**config.mk**
```make
export PLATFORM = sky130hd
export DESIGN_NAME = output_writeback_unit_flat
export DESIGN_NICKNAME = d
export VERILOG_FILES = /design/src/rtl/wb_pkg.sv /design/src/rtl/output_writeback_unit_if.sv /design/src/rtl/wb_fifo.sv /design/src/rtl/output_writeback_unit.sv /design/src/flat_wrapper.sv
export SDC_FILE = /design/constraint.sdc
export NUM_CORES = 1
export LEC_CHECK = 0
export CORE_MARGIN = 4
export CORE_UTILIZATION = 54
export DETAILED_ROUTE_END_ITERATION = 10
export PLACE_DENSITY = 0.9
export SETUP_SLACK_MARGIN = 0.05
export SLEW_MARGIN = 20
export SYNTH_ARGS = -nofsm -noshare
export SYNTH_HDL_FRONTEND = slang
export SYNTH_SLANG_ARGS = --single-unit
```
**constraint.sdc**
```tcl
create_clock -name clk -period 4.4 [get_ports clk]
set_clock_uncertainty 0.15 [all_clocks]
set_input_delay 0.88 -clock clk [delete_from_list [all_inputs] [get_ports clk]]
set_output_delay 0.88 -clock clk [all_outputs]
set_load 0.02 [all_outputs]
```
**src/rtl/wb_pkg.sv**
```systemverilog
// Shared types and default sizing for the output writeback unit.
package wb_pkg;

   localparam int unsigned DefLanes     = 4;
   localparam int unsigned DefDwidth    = 8;
   localparam int unsigned DefAwidth    = 10;
   localparam int unsigned DefFifoDepth = 4;
   localparam int unsigned DefCntWidth  = 8;

   typedef enum logic [1:0] {
      StIdle,
      StActive,
      StDone
   } wb_state_e;

endpackage

```
**src/rtl/output_writeback_unit_if.sv**
```systemverilog
// Row stream, matmul read request and BRAM port of the output writeback unit.
interface output_writeback_unit_if
   import wb_pkg::*;
#(
   parameter int unsigned LANES  = DefLanes,
   parameter int unsigned DWIDTH = DefDwidth,
   parameter int unsigned AWIDTH = DefAwidth
);

   logic                    in_valid;
   logic [LANES*DWIDTH-1:0] in_data;
   logic [LANES-1:0]        in_mask;
   logic                    in_ready;
   logic                    rd_req;
   logic [AWIDTH-1:0]       rd_addr;
   logic [AWIDTH-1:0]       bram_addr;
   logic [LANES*DWIDTH-1:0] bram_wdata;
   logic [LANES-1:0]        bram_we;

   modport master (
      output in_valid, in_data, in_mask, rd_req, rd_addr,
      input  in_ready, bram_addr, bram_wdata, bram_we
   );

   modport slave (
      input  in_valid, in_data, in_mask, rd_req, rd_addr,
      output in_ready, bram_addr, bram_wdata, bram_we
   );

endinterface

```
**src/rtl/wb_fifo.sv**
```systemverilog
// Synchronous row FIFO with registered full/empty and wrap-bit pointers.
module wb_fifo #(
   parameter int unsigned WIDTH = 32,
   parameter int unsigned DEPTH = 4
) (
   input  logic             clk,
   input  logic             reset,
   input  logic             push,
   input  logic             pop,
   input  logic [WIDTH-1:0] wdata,
   output logic [WIDTH-1:0] head,
   output logic             full,
   output logic             empty
);

   localparam int unsigned PtrW = $clog2(DEPTH);

   logic [WIDTH-1:0] mem_q [DEPTH];
   logic [PtrW:0]    wr_ptr_q, wr_ptr_d;
   logic [PtrW:0]    rd_ptr_q, rd_ptr_d;
   logic             full_q, empty_q;
   logic             do_push, do_pop;

   // A pop in the same cycle frees the slot a push on a full FIFO lands in.
   assign do_pop  = pop && !empty_q;
   assign do_push = push && (!full_q || do_pop);

   always_comb begin
      wr_ptr_d = wr_ptr_q;
      rd_ptr_d = rd_ptr_q;
      if (do_push) wr_ptr_d = wr_ptr_q + 1'b1;
      if (do_pop)  rd_ptr_d = rd_ptr_q + 1'b1;
   end

   always_ff @(posedge clk) begin
      if (reset) begin
         wr_ptr_q <= '0;
         rd_ptr_q <= '0;
         full_q   <= 1'b0;
         empty_q  <= 1'b1;
      end else begin
         wr_ptr_q <= wr_ptr_d;
         rd_ptr_q <= rd_ptr_d;
         full_q   <= (wr_ptr_d[PtrW] != rd_ptr_d[PtrW]) &&
                     (wr_ptr_d[PtrW-1:0] == rd_ptr_d[PtrW-1:0]);
         empty_q  <= (wr_ptr_d == rd_ptr_d);
      end
   end

   always_ff @(posedge clk) begin
      if (do_push) mem_q[wr_ptr_q[PtrW-1:0]] <= wdata;
   end

   assign head  = mem_q[rd_ptr_q[PtrW-1:0]];
   assign full  = full_q;
   assign empty = empty_q;

endmodule

```
**src/rtl/output_writeback_unit.sv**
```systemverilog
// Buffers result rows and writes them to strided BRAM addresses, yielding to matmul reads.
// Define WB_LANE_MASK_EN to store in_mask with each row and use it as the lane write enable.
module output_writeback_unit
   import wb_pkg::*;
#(
   parameter int unsigned LANES      = DefLanes,
   parameter int unsigned DWIDTH     = DefDwidth,
   parameter int unsigned AWIDTH     = DefAwidth,
   parameter int unsigned FIFO_DEPTH = DefFifoDepth,
   parameter int unsigned CNT_WIDTH  = DefCntWidth
) (
   input  logic                 clk,
   input  logic                 reset,
   input  logic                 start,
   input  logic [AWIDTH-1:0]    base_addr,
   input  logic [AWIDTH-1:0]    addr_stride,
   input  logic [CNT_WIDTH-1:0] num_rows,
   output_writeback_unit_if.slave bus,
   output logic                 busy,
   output logic                 done
);

   localparam int unsigned DataW = LANES * DWIDTH;
`ifdef WB_LANE_MASK_EN
   localparam int unsigned EntryW = DataW + LANES;
`else
   localparam int unsigned EntryW = DataW;
`endif

   wb_state_e            state_q, state_d;
   logic [AWIDTH-1:0]    wr_addr_q, wr_addr_d;
   logic [AWIDTH-1:0]    stride_q, stride_d;
   logic [CNT_WIDTH-1:0] num_rows_q, num_rows_d;
   logic [CNT_WIDTH-1:0] accepted_q, accepted_d;
   logic [CNT_WIDTH-1:0] written_q, written_d;

   logic              push, pop;
   logic              fifo_full, fifo_empty;
   logic [EntryW-1:0] fifo_wdata, fifo_head;
   logic [LANES-1:0]  lane_we;

   assign pop = (state_q == StActive) && !fifo_empty && !bus.rd_req;
   assign bus.in_ready = (state_q == StActive) && (accepted_q < num_rows_q) &&
                         (!fifo_full || pop);
   assign push = bus.in_valid && bus.in_ready;

`ifdef WB_LANE_MASK_EN
   assign fifo_wdata = {bus.in_mask, bus.in_data};
   assign lane_we    = fifo_head[EntryW-1 -: LANES];
`else
   logic unused_mask;
   assign unused_mask = ^bus.in_mask;
   assign fifo_wdata  = bus.in_data;
   assign lane_we     = '1;
`endif

   wb_fifo #(
      .WIDTH (EntryW),
      .DEPTH (FIFO_DEPTH)
   ) u_fifo (
      .clk   (clk),
      .reset (reset),
      .push  (push),
      .pop   (pop),
      .wdata (fifo_wdata),
      .head  (fifo_head),
      .full  (fifo_full),
      .empty (fifo_empty)
   );

   always_comb begin
      state_d    = state_q;
      wr_addr_d  = wr_addr_q;
      stride_d   = stride_q;
      num_rows_d = num_rows_q;
      accepted_d = accepted_q;
      written_d  = written_q;
      busy       = 1'b0;
      done       = 1'b0;
      unique case (state_q)
         StIdle: begin
            if (start) begin
               wr_addr_d  = base_addr;
               stride_d   = addr_stride;
               num_rows_d = num_rows;
               accepted_d = '0;
               written_d  = '0;
               state_d    = (num_rows == '0) ? StDone : StActive;
            end
         end
         StActive: begin
            busy = 1'b1;
            if (push) accepted_d = accepted_q + 1'b1;
            if (pop) begin
               wr_addr_d = wr_addr_q + stride_q;
               written_d = written_q + 1'b1;
               if (CNT_WIDTH'(written_q + 1'b1) == num_rows_q) state_d = StDone;
            end
         end
         StDone: begin
            busy    = 1'b1;
            done    = 1'b1;
            state_d = StIdle;
         end
         default: state_d = StIdle;
      endcase
   end

   // The BRAM port follows the matmul read address whenever no row is being written.
   always_comb begin
      bus.bram_addr  = bus.rd_addr;
      bus.bram_wdata = '0;
      bus.bram_we    = '0;
      if (pop) begin
         bus.bram_addr  = wr_addr_q;
         bus.bram_wdata = fifo_head[DataW-1:0];
         bus.bram_we    = lane_we;
      end
   end

   always_ff @(posedge clk) begin
      if (reset) begin
         state_q    <= StIdle;
         wr_addr_q  <= '0;
         stride_q   <= '0;
         num_rows_q <= '0;
         accepted_q <= '0;
         written_q  <= '0;
      end else begin
         state_q    <= state_d;
         wr_addr_q  <= wr_addr_d;
         stride_q   <= stride_d;
         num_rows_q <= num_rows_d;
         accepted_q <= accepted_d;
         written_q  <= written_d;
      end
   end

endmodule
```
**src/flat_wrapper.sv**
```systemverilog
// flat-port wrapper written by rule: the top's interface ports become plain ports
module output_writeback_unit_flat import wb_pkg::*;
#(
   parameter int unsigned LANES      = DefLanes,
   parameter int unsigned DWIDTH     = DefDwidth,
   parameter int unsigned AWIDTH     = DefAwidth,
   parameter int unsigned FIFO_DEPTH = DefFifoDepth,
   parameter int unsigned CNT_WIDTH  = DefCntWidth
)
  (clk, reset, start, base_addr, addr_stride, num_rows, busy, done, bus_in_valid, bus_in_data, bus_in_mask, bus_rd_req, bus_rd_addr, bus_in_ready, bus_bram_addr, bus_bram_wdata, bus_bram_we);
  output_writeback_unit_if #(.LANES(LANES), .DWIDTH(DWIDTH), .AWIDTH(AWIDTH)) bus_i ();
  input  logic clk;
  input  logic reset;
  input  logic start;
  input  logic [AWIDTH-1:0] base_addr;
  input  logic [AWIDTH-1:0] addr_stride;
  input  logic [CNT_WIDTH-1:0] num_rows;
  output logic busy;
  output logic done;
  input wire logic [$bits(bus_i.in_valid)-1:0] bus_in_valid;
  input wire logic [$bits(bus_i.in_data)-1:0] bus_in_data;
  input wire logic [$bits(bus_i.in_mask)-1:0] bus_in_mask;
  input wire logic [$bits(bus_i.rd_req)-1:0] bus_rd_req;
  input wire logic [$bits(bus_i.rd_addr)-1:0] bus_rd_addr;
  output wire logic [$bits(bus_i.in_ready)-1:0] bus_in_ready;
  output wire logic [$bits(bus_i.bram_addr)-1:0] bus_bram_addr;
  output wire logic [$bits(bus_i.bram_wdata)-1:0] bus_bram_wdata;
  output wire logic [$bits(bus_i.bram_we)-1:0] bus_bram_we;
  assign bus_i.in_valid = bus_in_valid;
  assign bus_i.in_data = bus_in_data;
  assign bus_i.in_mask = bus_in_mask;
  assign bus_i.rd_req = bus_rd_req;
  assign bus_i.rd_addr = bus_rd_addr;
  assign bus_in_ready = bus_i.in_ready;
  assign bus_bram_addr = bus_i.bram_addr;
  assign bus_bram_wdata = bus_i.bram_wdata;
  assign bus_bram_we = bus_i.bram_we;
  output_writeback_unit #(.LANES(LANES), .DWIDTH(DWIDTH), .AWIDTH(AWIDTH), .FIFO_DEPTH(FIFO_DEPTH), .CNT_WIDTH(CNT_WIDTH)) u_core (.clk(clk), .reset(reset), .start(start), .base_addr(base_addr), .addr_stride(addr_stride), .num_rows(num_rows), .bus(bus_i), .busy(busy), .done(done));
endmodule
```
Word level (Yosys, flattened, before mapping)
Memories as Yosys holds them, arrays and structs flattened. A register that Yosys moved wholly into a read port is not among the register bits.
Cells that the tools add are included.
Storage, ports and cells
  register bits after elaboration: 54
  RAM bits: 128
  input bits: 79
  output and inout bits: 49
  logic and storage cells: 71
  memories kept: 1
Cells by class
  $add $sub $neg: 5
  magnitude comparators: 1
  equality and inequality tests: 10
  mux-type cells: 23
  reductions and logical operators: 21
Memories
  u_core.u_fifo.mem_q: words 4, bits a word 32, read ports 1, clocked after memory_dff 1, write ports 1, RTL line wb_fifo.sv:18  | logic [WIDTH-1:0] mem_q [DEPTH];
Operator list (number)
  32-bit 2-to-1 mux: 1
  8-bit one-hot mux with 2 select lines: 2
  10-bit 2-to-1 mux: 3
  8-bit 2-to-1 mux: 3
  10-bit one-hot mux with 2 select lines: 1
  8-bit by 1-bit adder with 8-bit output (second input constant): 2
  10-bit adder: 1
  2-bit 2-to-1 mux: 5
  3-bit AND reduction: 3
  8-bit equality test: 1
  1-bit logical AND: 8
  8-bit logical NOT: 1
  8-bit < comparator: 1
  3-bit by 1-bit adder with 3-bit output (second input constant): 2
  3-bit 2-to-1 mux: 2
  2-bit != test (second input constant): 3
  1-bit 2-to-1 mux: 4
  4-bit 2-to-1 mux: 1
  2-bit one-hot mux with 2 select lines: 1
  3-bit equality test: 1
  1-bit logical NOT: 3
  2-bit by 1-bit equality test with 1-bit output (second input constant): 1
  2-bit equality test: 1
  2-bit equality test (second input constant): 1
  7 further kinds: 8

Logic depth before layout (Yosys ltp)
Gate-level depths: netlist (run 1).
  word-level depth: 10
  mapped depth: 12
  mapped depth without buffers: 10

Cells and area by module
A second synthesis (run 1) with hierarchy kept.
Unflattened totals
  cell total of the unflattened synthesis: 645
  area total of the unflattened synthesis: 8359.3 um^2
Modules (own cells, without submodules)
  wb_fifo: times used 1, cells each 215, area each 5061.1 um^2, sequential area each 4003.8 um^2
  output_writeback_unit: times used 1, cells each 430, area each 3298.2 um^2, sequential area each 920.9 um^2

Worst setup path after synthesis (run 1)
No wires, ideal clock.
  kind: input-to-reg
  start: input bus_rd_req
  end: register u_core.u_fifo.full_q, in the netlist u_core.u_fifo.full
  setup time: 0.131 ns
  arrival: 3.334 ns
  required time: 4.119 ns
  path slack: 0.784 ns
  stages: 8
  path buffers: 1
  path through: or3b_1 -> buf_6 -> a2111oi_4 -> o311a_2 -> and2_1 -> xnor2_1 -> xor2_1 -> nor3b_1
On the way
  word-level cells in the longest chain between the ends: 9
  elaborated cells between the ends (all ways): 13
  classes of those cells: 2 x eq/ne; 2 x mux; 9 x reduce/logical
RTL lines
  start, declared: RTL line flat_wrapper.sv:23  | input wire logic [$bits(bus_i.rd_req)-1:0] bus_rd_req;
  1-bit logical NOT (*): RTL line output_writeback_unit.sv:42  | assign pop = (state_q == StActive) && !fifo_empty && !bus.rd_req;
  1-bit logical AND (*): RTL line output_writeback_unit.sv:42
  1-bit logical OR: RTL line output_writeback_unit.sv:44  | (!fifo_full || pop);
  1-bit logical AND: RTL line output_writeback_unit.sv:43  | assign bus.in_ready = (state_q == StActive) && (accepted_q < num_rows_q) &&
  1-bit logical AND: RTL line output_writeback_unit.sv:45  | assign push = bus.in_valid && bus.in_ready;
  1-bit logical AND: RTL line wb_fifo.sv:26  | assign do_push = push && (!full_q || do_pop);
  3-bit 2-to-1 mux: RTL line wb_fifo.sv:31  | if (do_push) wr_ptr_d = wr_ptr_q + 1'b1;
  2-bit equality test / 1-bit != test (equally long branches): RTL line wb_fifo.sv:45, wb_fifo.sv:44
  1-bit logical AND (*): RTL line wb_fifo.sv:44  | full_q <= (wr_ptr_d[PtrW] != rd_ptr_d[PtrW]) &&
  end signal, assigned: RTL line wb_fifo.sv:44
  end, declared: RTL line wb_fifo.sv:21  | logic full_q, empty_q;
Mark *: on every way between the ends. The rest lies on a longest branch, timed or not.
A chain may end at the register's enable or synchronous reset.

Worst setup path in the final report (run 1)
  start: input bus_rd_req
  end: output bus_in_ready
On the way
  word-level cells in the longest chain between the ends: 4
RTL lines
  1-bit logical NOT: RTL line output_writeback_unit.sv:42
  1-bit logical AND: RTL line output_writeback_unit.sv:42
  1-bit logical OR: RTL line output_writeback_unit.sv:44
  1-bit logical AND: RTL line output_writeback_unit.sv:43
  end, declared: RTL line flat_wrapper.sv:25  | output wire logic [$bits(bus_i.in_ready)-1:0] bus_in_ready;
Every way passes these cells.

==> results of run 1 <==
-- worst max path at each step --
stage,from,depth (start not counted),end
floorplan,bus_rd_req,8,u_core.u_fifo.full$_SDFF_PP0_
global placement,bus_rd_req,5,bus_in_ready
detailed placement,bus_rd_req,5,bus_in_ready
CTS,bus_rd_req,5,bus_in_ready
global route,bus_rd_req,6,bus_bram_wdata[16]
finish,bus_rd_req,5,bus_in_ready
-- flip-flops by register name, summed over array words and instances, names as in the netlist, 2 cells and up --
signal	flops
u_core.stride_q	10
u_core.u_fifo.mem_q	128
u_core.written_q	8
u_core.state_q	2
u_core.num_rows_q	8
u_core.accepted_q	8
u_core.u_fifo.rd_ptr_q	3
u_core.u_fifo.wr_ptr_q	3
u_core.wr_addr_q	10
-- area by class of cell --
class,count,area [µm²]
sequential,182,4927
multi-input combinational,399,3037
inverter,22,82.58
clock buffer,17,425.4
timing repair buffer,134,1389
tap,184,230.2
fill,971,4425
clock inverter,15,182.7
-- power breakdown --
group	internal (W)	switching [W]
logic	0.000242	0.000292
registers	0.00190	0.0000476
clock network	0.000863	0.000698
-- routing by layer --
layer	wire length, µm	up-vias	track usage, %
met5	0	-	0
met1	7503	2631	26.05
met3	1218	26	6.307
met4	228	0	6.243
met2	9237	224	38.02
li1	-	2562	-
-- cells by family after synthesis --
family                   count (synthesis)  synth area share, %
AO/OA/AOI/OAI                           95                7.316
XOR/XNOR                                34                3.635
AND/OR/NAND/NOR                        201                11.82
flip-flops                             182                60.11
adder cells (fa/ha/maj)                 27                4.215
buffers and inverters                   54                2.886
multiplexers                            42                10.02
-- placed cells by master (no fill, tap or decap), types with 4 or more instances in the layout --
master and n:
a211oi_1 7, dfxtp_1 52, edfxtp_1 128, nor2_1 32, buf_4 5, o21a_1 5, ha_1 26, xor2_1 10
inv_1 22, mux2i_1 10, nand2_1 84, nand4_1 4, mux4_2 32, and2_2 4, clkbuf_16 17, and2_1 35
a21oi_1 41, buf_12 6, nor2b_1 4, o21ai_0 19, nor3_1 12, nand3_1 6, inv_8 5, clkdlybuf4s50_1 123
xnor2_1 24, nand2b_1 5
-- worst min-delay path: cells and delay by family, from the launching register on --
family / cells / cell delay [ns]
compound gates: 1 / 0.05
flops: 1 / 0.32
simple gates: 1 / 0.05
-- per-stage QoR --
step / setup WS, ns / instance area, µm² / utilization [%] / hold WS (ns) / power [W]
floorplan: 0.7843 / 8193 / - / 0.2906 / 0.002305
global placement: 0.3099 / 9666 / 65.76 / 0.3025 / 0.002474
detailed placement: 0.3086 / 9666 / 65.76 / 0.3081 / 0.002504
CTS: 0.2989 / 10270 / 69.89 / 0.3194 / 0.004055
global route: 0.2482 / 10270 / 69.89 / 0.3519 / 0.004194
finish: 0.3023 / 10270 / 69.89 / 0.3188 / 0.004037
==> flow_metrics.tcl, run 1 <==
set metrics [dict create \
    status "finished clean" \
    synth-seq-cells 182 \
    worstRegToRegCells 7 \
    slowest_stage "clkdlybuf4s50_1" \
    grt_overflow 0 \
    regToRegEndpoint "u_core.u_fifo.mem_q[1][25]$_DFFE_PP_" \
    cp_data_arrival_time_ns 3.07 \
    hold_path_depth 2 \
    syn2layout_area_growth_pct 25.40 \
    fin_setup_tns_ns 0 \
    ys_async_sr_fraction_pct 0 \
    die_y_um 131.2 \
    yosysTopAreaCell "edfxtp_1" \
    antenna_cells 0 \
    ys.flop_type "edfxtp_1" \
    initial_core_util_pct 55.74 \
    endpoint_kind "output pin" \
    crit_path_frequent_cell "clkdlybuf4s50_1" \
    fin_crit_sh_pct 93.13 \
    clkSinkCount 182 \
    ant_nets 0 \
    ctsHoldBuffers 0 \
    synth_common_cells "edfxtp_1 (128), nand2_1 (84), dfxtp_1 (54)" \
    htreeDepth 4 \
    r2r_setup_slack_ns 1.29 \
    drive_gt1_share_pct 11.18 \
    core_um2 14700 \
    drc 0 \
    die_area_um2 17210 \
    hold_start "u_core.stride_q[4]$_SDFFE_PP0P_" \
    fin_nets 862 \
    netlist_area_um2 8193 \
    crit_required_ns 3.37 \
    synth_top_area_share_pct 46.92 \
    slew_headroom_pct 35.94 \
    num_io_pins 128 \
    dr.pass1.iters 5 \
    cts_resized 0 \
    die_w_um 131.2 \
    syn_nets 741 \
    pwr_density_cell_nw_per_um2 393.0 \
    syn_avg_cell_area_um2 12.90 \
    startpoint_type "input port" \
    yosysMostFrequentCell "edfxtp_1" \
    vias 5443 \
    antenna_found_initial 0 \
    clockBufferDepth 2 \
    maxCapViolCount 0 \
    min_period_ns 4.098 \
    dr.first_iter.drc_count 334 \
    num_rows 44 \
    yosysSeqAreaShare_pct 60.11 \
    power.leakage_nw 3.542 \
    worst_pin_slew_ns 0.9609 \
    synth_edf_count 128 \
    yosysWarnings 0 \
    hpwlAfterDp_um 11880 \
    rsz0062_at_grt "false" \
    grt_first_pass_wirelength_um 29750 \
    critical_path.max_fanout 7 \
    synthDistinctLibCells 50 \
    grt_max_degree 44 \
    setup_viol 0 \
    crit_family "buffers and inverters" \
    cpPeakStageDelay_ns 0.60 \
    post_drt_wl_per_cell_um 19.08 \
    cts_tree "yes" \
    worst-setup-path-type "input port to output pin" \
    netlist_top_cells_area "edfxtp_1 (47%), dfxtp_1 (13%), mux4_2 (8.8%)" \
    path_clk_slew_ns 0.07 \
    hold_viol 0 \
    peakVddDrop_v 0.0003234 \
    grtUsageTotal_pct 21.61 \
    ctsRootBufferMaster "clkbuf_16" \
    critical_path_buf_inv_count 2 \
    io_buffers 123 \
    final_cells 953 \
    slew_viol_final 0 \
    via_per_inst 5.711 \
    drt-total-wl_um 18190 \
    syn_inst 635 \
    grt_pass1_vias 5755 \
    clock_latency_ns 0.43 \
    dp_cells 921 \
    fmax_mhz 244.0 \
    path_cells "clkdlybuf4s50_1 -> or3b_1 -> a2111oi_4 -> o31a_1 -> clkdlybuf4s50_1" \
    holdPathEnd "u_core.stride_q[4]$_SDFFE_PP0P_" \
    cts_buffers 17 \
    r2r_start "u_core.state_q[1]$_SDFFE_PP0P_" \
    min_path_type "register to register" \
    place.gp.congestion 0.8903 \
    postCtsSetupRepairBufs 0 \
]
No activity file was read; power rests on OpenSTA's default activity.
==> run 2: changes to the inputs <==
Settings changed: CORE_UTILIZATION 54 to 49, CTS_BUF_LIST from default to sky130_fd_sc_hd__clkbuf_4 sky130_fd_sc_hd__clkbuf_8 sky130_fd_sc_hd__clkbuf_16, PLACE_DENSITY 0.9 to 0.87, REMOVE_ABC_BUFFERS from default to 1.
Clock period 4.4 ns to 3.6 ns, I/O delays scaled along.
==> run 2 against run 1 <==
Effect of this change: count of clock-buffer cells in the layout stayed put; routed wire length is 6.2% lower; sequential share of layout area is 0.43 points lower; setup slack worse by 0.18 ns; sequential power is 22% higher; combinational power is 21% higher; via count is 1.5% lower; sequential cell count stayed put; global-route usage is 2.7 points lower; non-clock buffer count is 7 higher; critical path depth is 2 higher.
==> flow_metrics.tcl, run 2 (synthesis gave the netlist of run 1 again) <==
set metrics [dict create \
    status "finished clean" \
    final_cells 996 \
    regToRegEndpoint "u_core.u_fifo.full$_SDFF_PP0_" \
    holdPathEnd "u_core.stride_q[6]$_SDFFE_PP0P_" \
    worst_pin_slew_ns 0.6695 \
    num_rows 47 \
    grt_use_met1_pct 24.05 \
    grt_max_degree 40 \
    final_common_cell "edfxtp_1" \
    met3_usage_pct 5.625 \
    clockBufferDepth 2 \
    num_io_pins 128 \
    htreeDepth 4 \
    initial_core_util_pct 49.76 \
    crit_required_ns 2.73 \
    die_y_um 137.3 \
    grt_pass1_vias 5394 \
    vias 5359 \
    dr.pass1.iters 7 \
    final_cell_mix "edfxtp_1 (128), nand2_1 (84), clkdlybuf4s50_1 (84), dfxtp_1 (52), a21oi_1 (41)" \
    via_per_inst 5.381 \
    cp_data_arrival_time_ns 2.61 \
    clock_latency_ns 0.43 \
    die_area_um2 18850 \
    maxCapViolCount 0 \
    r2r_start "u_core.num_rows_q[5]$_SDFFE_PP0P_" \
    grt_overflow 0 \
    use_met2_pct 31.74 \
    pwr_density_cell_nw_per_um2 460.0 \
    dp_cells 964 \
    antenna_found_initial 0 \
    hold_viol 0 \
    rsz0062_at_grt "false" \
    syn2layout_area_growth_pct 26.53 \
    largest_register_ffs 128 \
    ant_nets 0 \
    drc 0 \
    antenna_cells 0 \
    fillerInstances 1260 \
    io_buffers 123 \
    startpoint_type "input port" \
    min_period_ns 3.482 \
    worstRegToRegCells 9 \
    clkSinkCount 182 \
    hold_path_depth 2 \
    post_drt_wl_per_cell_um 17.13 \
    fin_nets 869 \
    cts_buffers 17 \
    power.leakage_nw 4.052 \
    fin_total_pwr_w 0.004769 \
    grt_first_pass_wirelength_um 27370 \
    ctsRootBufferMaster "clkbuf_16" \
    grtUsageTotal_pct 18.92 \
    placed_area_um2 9758 \
    r2r_setup_slack_ns 0.69 \
    grt.busiest_layer "met2" \
    fin_crit_sh_pct 96.72 \
    peakVddDrop_v 0.0005258 \
    drive_gt1_share_pct 11.73 \
    postCtsSetupRepairBufs 0 \
    hold_start "u_core.stride_q[6]$_SDFFE_PP0P_" \
    die_w_um 137.3 \
    slew_viol_final 0 \
    cts_tree "yes" \
    core_um2 16470 \
    final_area_um2 10370 \
    path_clk_slew_ns 0.07 \
    place.gp.congestion 0.8262 \
    worst-setup-path-type "input port to output pin" \
    setup_viol 0 \
    utilization_pct 62.96 \
    dr.first_iter.drc_count 337 \
    min_path_type "register to register" \
    endpoint_kind "output pin" \
    hpwlAfterDp_um 11420 \
    fmax_mhz 287.2 \
    critical_path.max_fanout 10 \
    slew_headroom_pct 55.26 \
    drt-total-wl_um 17060 \
]
-- run 2: cell count changes in the layout (fill, tap and decap cells not counted), sizes merged --
| cell | before | now |
|---|---|---|
| clkinv | 3 | 4 |
| bufinv | 2 | 0 |
| clkinvlp | 2 | 0 |
| dlymetal6s2s | 0 | 26 |
| buf | 11 | 18 |
| clkdlybuf4s50 | 123 | 84 |
| inv | 30 | 33 |
| dlygate4sd2 | 0 | 13 |
-- run 2: stage by stage --
stage               setup WS [ns]  setup TNS (ns)  hold slack, ns
global route              0.05307               0          0.3457
finish                     0.1180               0          0.3164
global placement         -0.07372          -1.176          0.2990
floorplan                 -0.5072          -48.65          0.2846
CTS                       0.05780               0          0.3187
detailed placement       -0.07440          -1.354          0.3072
-- run 2: layout make-up --
| cell class | count | area [µm²] | area share (%) |
|---|---|---|---|
| timing repair buffer | 141 | 1490 | 14.38 |
| multi-input combinational | 399 | 3034 | 29.27 |
| tap | 220 | 275.3 | 2.655 |
| sequential | 182 | 4927 | 47.53 |
| clock buffer | 17 | 425.4 | 4.104 |
| inverter | 22 | 82.58 | 0.7966 |
| clock inverter | 15 | 131.4 | 1.267 |
-- run 2: routing by layer --
| metal | wire length [µm] | up-vias | share of wire (%) |
|---|---|---|---|
| li1 | - | 2569 | - |
| met1 | 7169 | 2578 | 42 |
| met2 | 8311 | 190 | 49 |
| met3 | 1357 | 22 | 8.0 |
| met4 | 221 | 0 | 1.3 |
| met5 | 0 | - | 0 |
-- run 2: power by group --
group | switching [W] | internal [W]
Clock | 0.000834 | 0.000916
Sequential | 0.0000569 | 0.00232
Combinational | 0.000347 | 0.000298
-- run 2: critical path: stages --
cell             delay (ns)
clkdlybuf4s50_1        0.42
or3b_4                 0.42
inv_2                  0.14
buf_4                  0.19
nand2_1                0.07
nand2_1                0.05
clkdlybuf4s50_1        0.59
-- run 2: what timing repair did --
action	in CTS	in global routing
cloned	0	0
hold buffers	0	0
endpoints found under the setup margin	41	26
resized for setup	15	26
-- run 2: worst max path at each step --
stage                                        start                                to  slack (ns)  cells after the start
detailed placement                      bus_rd_req                 bus_bram_wdata[5]       -0.07                      6
CTS                                     bus_rd_req                 bus_bram_wdata[5]        0.06                      6
global route                            bus_rd_req                  bus_bram_addr[7]        0.05                      7
global placement                        bus_rd_req                      bus_in_ready       -0.07                      5
finish                                  bus_rd_req                  bus_bram_addr[7]        0.12                      7
floorplan           u_core.state_q[1]$_SDFFE_PP0P_  u_core.written_q[2]$_SDFFE_PP0P_       -0.51                      9
==> run 3: changes to the inputs <==
Settings changed: CORE_MARGIN 4 to 2, CORE_UTILIZATION 49 to 50, CTS_BUF_LIST sky130_fd_sc_hd__clkbuf_4 sky130_fd_sc_hd__clkbuf_8 sky130_fd_sc_hd__clkbuf_16 to sky130_fd_sc_hd__clkbuf_4, PLACE_DENSITY 0.87 to 0.88, SLEW_MARGIN 20 to default.
==> run 3 against run 2 <==
Effect of this change: setup slack improved by 0.083 ns; non-clock buffer count up 3; routed wire length fell by 0.83%; utilization increased by 0.13 points; final cell count is 0.10% lower; power is 14% lower; fmax is 2.4% higher; combinational power about the same; critical endpoint is now bus_in_ready; largest cell class unchanged.
==> flow_metrics.tcl, run 3 (synthesis gave the netlist of run 1 again) <==
set metrics [dict create \
    min_period_ns 3.399 \
    cp_data_arrival_time_ns 2.53 \
    critical_path.max_fanout 3 \
    fin_setup_tns_ns 0 \
    dr.pass1.iters 4 \
    dr.first_iter.drc_count 343 \
    num_rows 46 \
    crit_required_ns 2.73 \
    slew_viol_final 0 \
    final-seq-area_um2 4927 \
    vias 5386 \
    endpoint_kind "output pin" \
    core_um2 15940 \
    postCtsSetupRepairBufs 0 \
    grt_overflow 0 \
    hpwlAfterDp_um 11550 \
    slew_headroom_pct 55.90 \
    ctsRootBufferMaster "clkbuf_4" \
    fin_nets 872 \
    grtUsageTotal_pct 19.74 \
    grt_first_pass_wirelength_um 27010 \
    io_buffers 123 \
    post_drt_wl_per_cell_um 17.00 \
    clkSinkCount 182 \
    syn2layout_area_growth_pct 22.75 \
    initial_core_util_pct 51.39 \
    die_w_um 132.0 \
    via_per_inst 5.413 \
    num_io_pins 128 \
    clockBufferDepth 2 \
    fin_crit_sh_pct 94.42 \
    grt_pass1_vias 5360 \
    worst_pin_slew_ns 0.6600 \
    switching_share_pct 27.35 \
    ant_nets 0 \
    p_clk_share_pct 26.8 \
    place.gp.congestion 0.8450 \
    peakVddDrop_v 0.0003964 \
    final_cell_mix "edfxtp_1 (128), nand2_1 (84), clkdlybuf4s50_1 (78), dfxtp_1 (52), a21oi_1 (41)" \
    rsz0062_at_grt "false" \
    final_common_cell "edfxtp_1" \
    hold_viol 0 \
    min_path_type "register to register" \
    final_cells 995 \
    die_y_um 132.0 \
    largest_register_ffs 128 \
    use_met2_pct 34.11 \
    worst-setup-path-type "register to output pin" \
    grt_use_met1_pct 24.00 \
    path_clk_slew_ns 0.15 \
    met3_usage_pct 6.382 \
    dp_cells 963 \
    cts_tree "yes" \
    multi_input_area_um2 3034 \
    p_seq_share_pct 57.6 \
    antenna_cells 0 \
    status "finished clean" \
    cts_buffers 17 \
    comb_power_share_pct 15.6 \
    p_int_w 0.002996 \
    antenna_found_initial 0 \
    drt-total-wl_um 16920 \
    fillerInstances 1213 \
    fin_hold_ws_ns 0.3223 \
    fmax_mhz 294.2 \
    pwr_density_cell_nw_per_um2 410.1 \
    setup_viol 0 \
    clock_latency_ns 0.55 \
    grt_max_degree 40 \
    maxCapViolCount 0 \
    die_area_um2 17430 \
    power.switching_w 0.001128 \
    ctsHoldBuffers 0 \
    htreeDepth 4 \
    drive_gt1_share_pct 12.07 \
    power.leakage_nw 3.754 \
    grt.busiest_layer "met2" \
    startpoint_type "register" \
    drc 0 \
]
run 3: changes by cell type in the layout (fill, tap and decap cells not counted), sizes merged, moves of 2 or more:
cell | previous run | this run
buf | 18 | 21
clkbuf | 17 | 19
clkdlybuf4s50 | 84 | 78
clkinv | 4 | 1
clkinvlp | 0 | 3
dlygate4sd2 | 13 | 34
dlymetal6s2s | 26 | 11
inv | 33 | 30
run 3: power by group through the flow:
| stage | sequential, W | combinational, W | clock [W] |
|---|---|---|---|
| finish | 0.00238 | 0.000643 | 0.00111 |
| CTS | 0.00237 | 0.000644 | 0.00114 |
| detailed placement | 0.00242 | 0.000643 | 0 |
| global route | 0.00238 | 0.000712 | 0.00123 |
| global placement | 0.00242 | 0.000627 | 0 |
| floorplan | 0.00240 | 0.000397 | 0 |
run 3: area by class of cell:
cell class / count / share of cell area [%]
Timing Repair Buffer: 144 / 14.57
Tap cell: 216 / 2.687
Multi-Input combinational cell: 399 / 30.17
Inverter: 22 / 0.8211
Sequential cell: 182 / 48.99
Clock inverter: 13 / 1.344
Clock buffer: 19 / 1.418
run 3: per-stage QoR:
step | setup WS, ns | power, W | utilization (%) | area [µm²]
2_1_floorplan | -0.5072 | 0.002800 | - | 8039
3_3_place_gp | -0.07904 | 0.003043 | 61.40 | 9788
3_5_place_dp | -0.06716 | 0.003063 | 61.40 | 9788
4_1_cts | 0.02551 | 0.004159 | 62.91 | 10030
5_1_grt | 0.05526 | 0.004321 | 63.08 | 10060
6_report | 0.2010 | 0.004124 | 63.08 | 10060
run 3: repair_timing:
action / in CTS / in global routing
endpoints found under the setup margin: 45 / 11
gates cloned: 0 / 0
resized for setup: 36 / 11
run 3: metal layers:
layer | wire (µm) | part of all wire (%) | up-vias
li1 | - | - | 2587
met1 | 7019 | 41 | 2595
met2 | 8387 | 50 | 188
met3 | 1317 | 7.8 | 16
met4 | 195 | 1.2 | 0
met5 | 0 | 0 | -
run 3: path summary, 6_finish.rpt:
path | startpoint | end | slack [ns] | cells past startpoint
min | u_core.stride_q[3]$_SDFFE_PP0P_ | u_core.stride_q[3]$_SDFFE_PP0P_ | 0.32 | 2
max reg2reg | u_core.num_rows_q[5]$_SDFFE_PP0P_ | u_core.u_fifo.empty$_SDFF_PP1_ | 0.67 | 9
min reg2reg | u_core.stride_q[3]$_SDFFE_PP0P_ | u_core.stride_q[3]$_SDFFE_PP0P_ | 0.32 | 2
max | u_core.num_rows_q[5]$_SDFFE_PP0P_ | bus_in_ready | 0.20 | 6
run 3: worst max-delay path, stage by stage, from the launching register on:
cell           delay [ns]
dfxtp_1              0.46
inv_1                0.07
ha_1                 0.30
a2111oi_0            0.42
o21a_1               0.23
o31a_1               0.17
dlygate4sd2_1        0.34
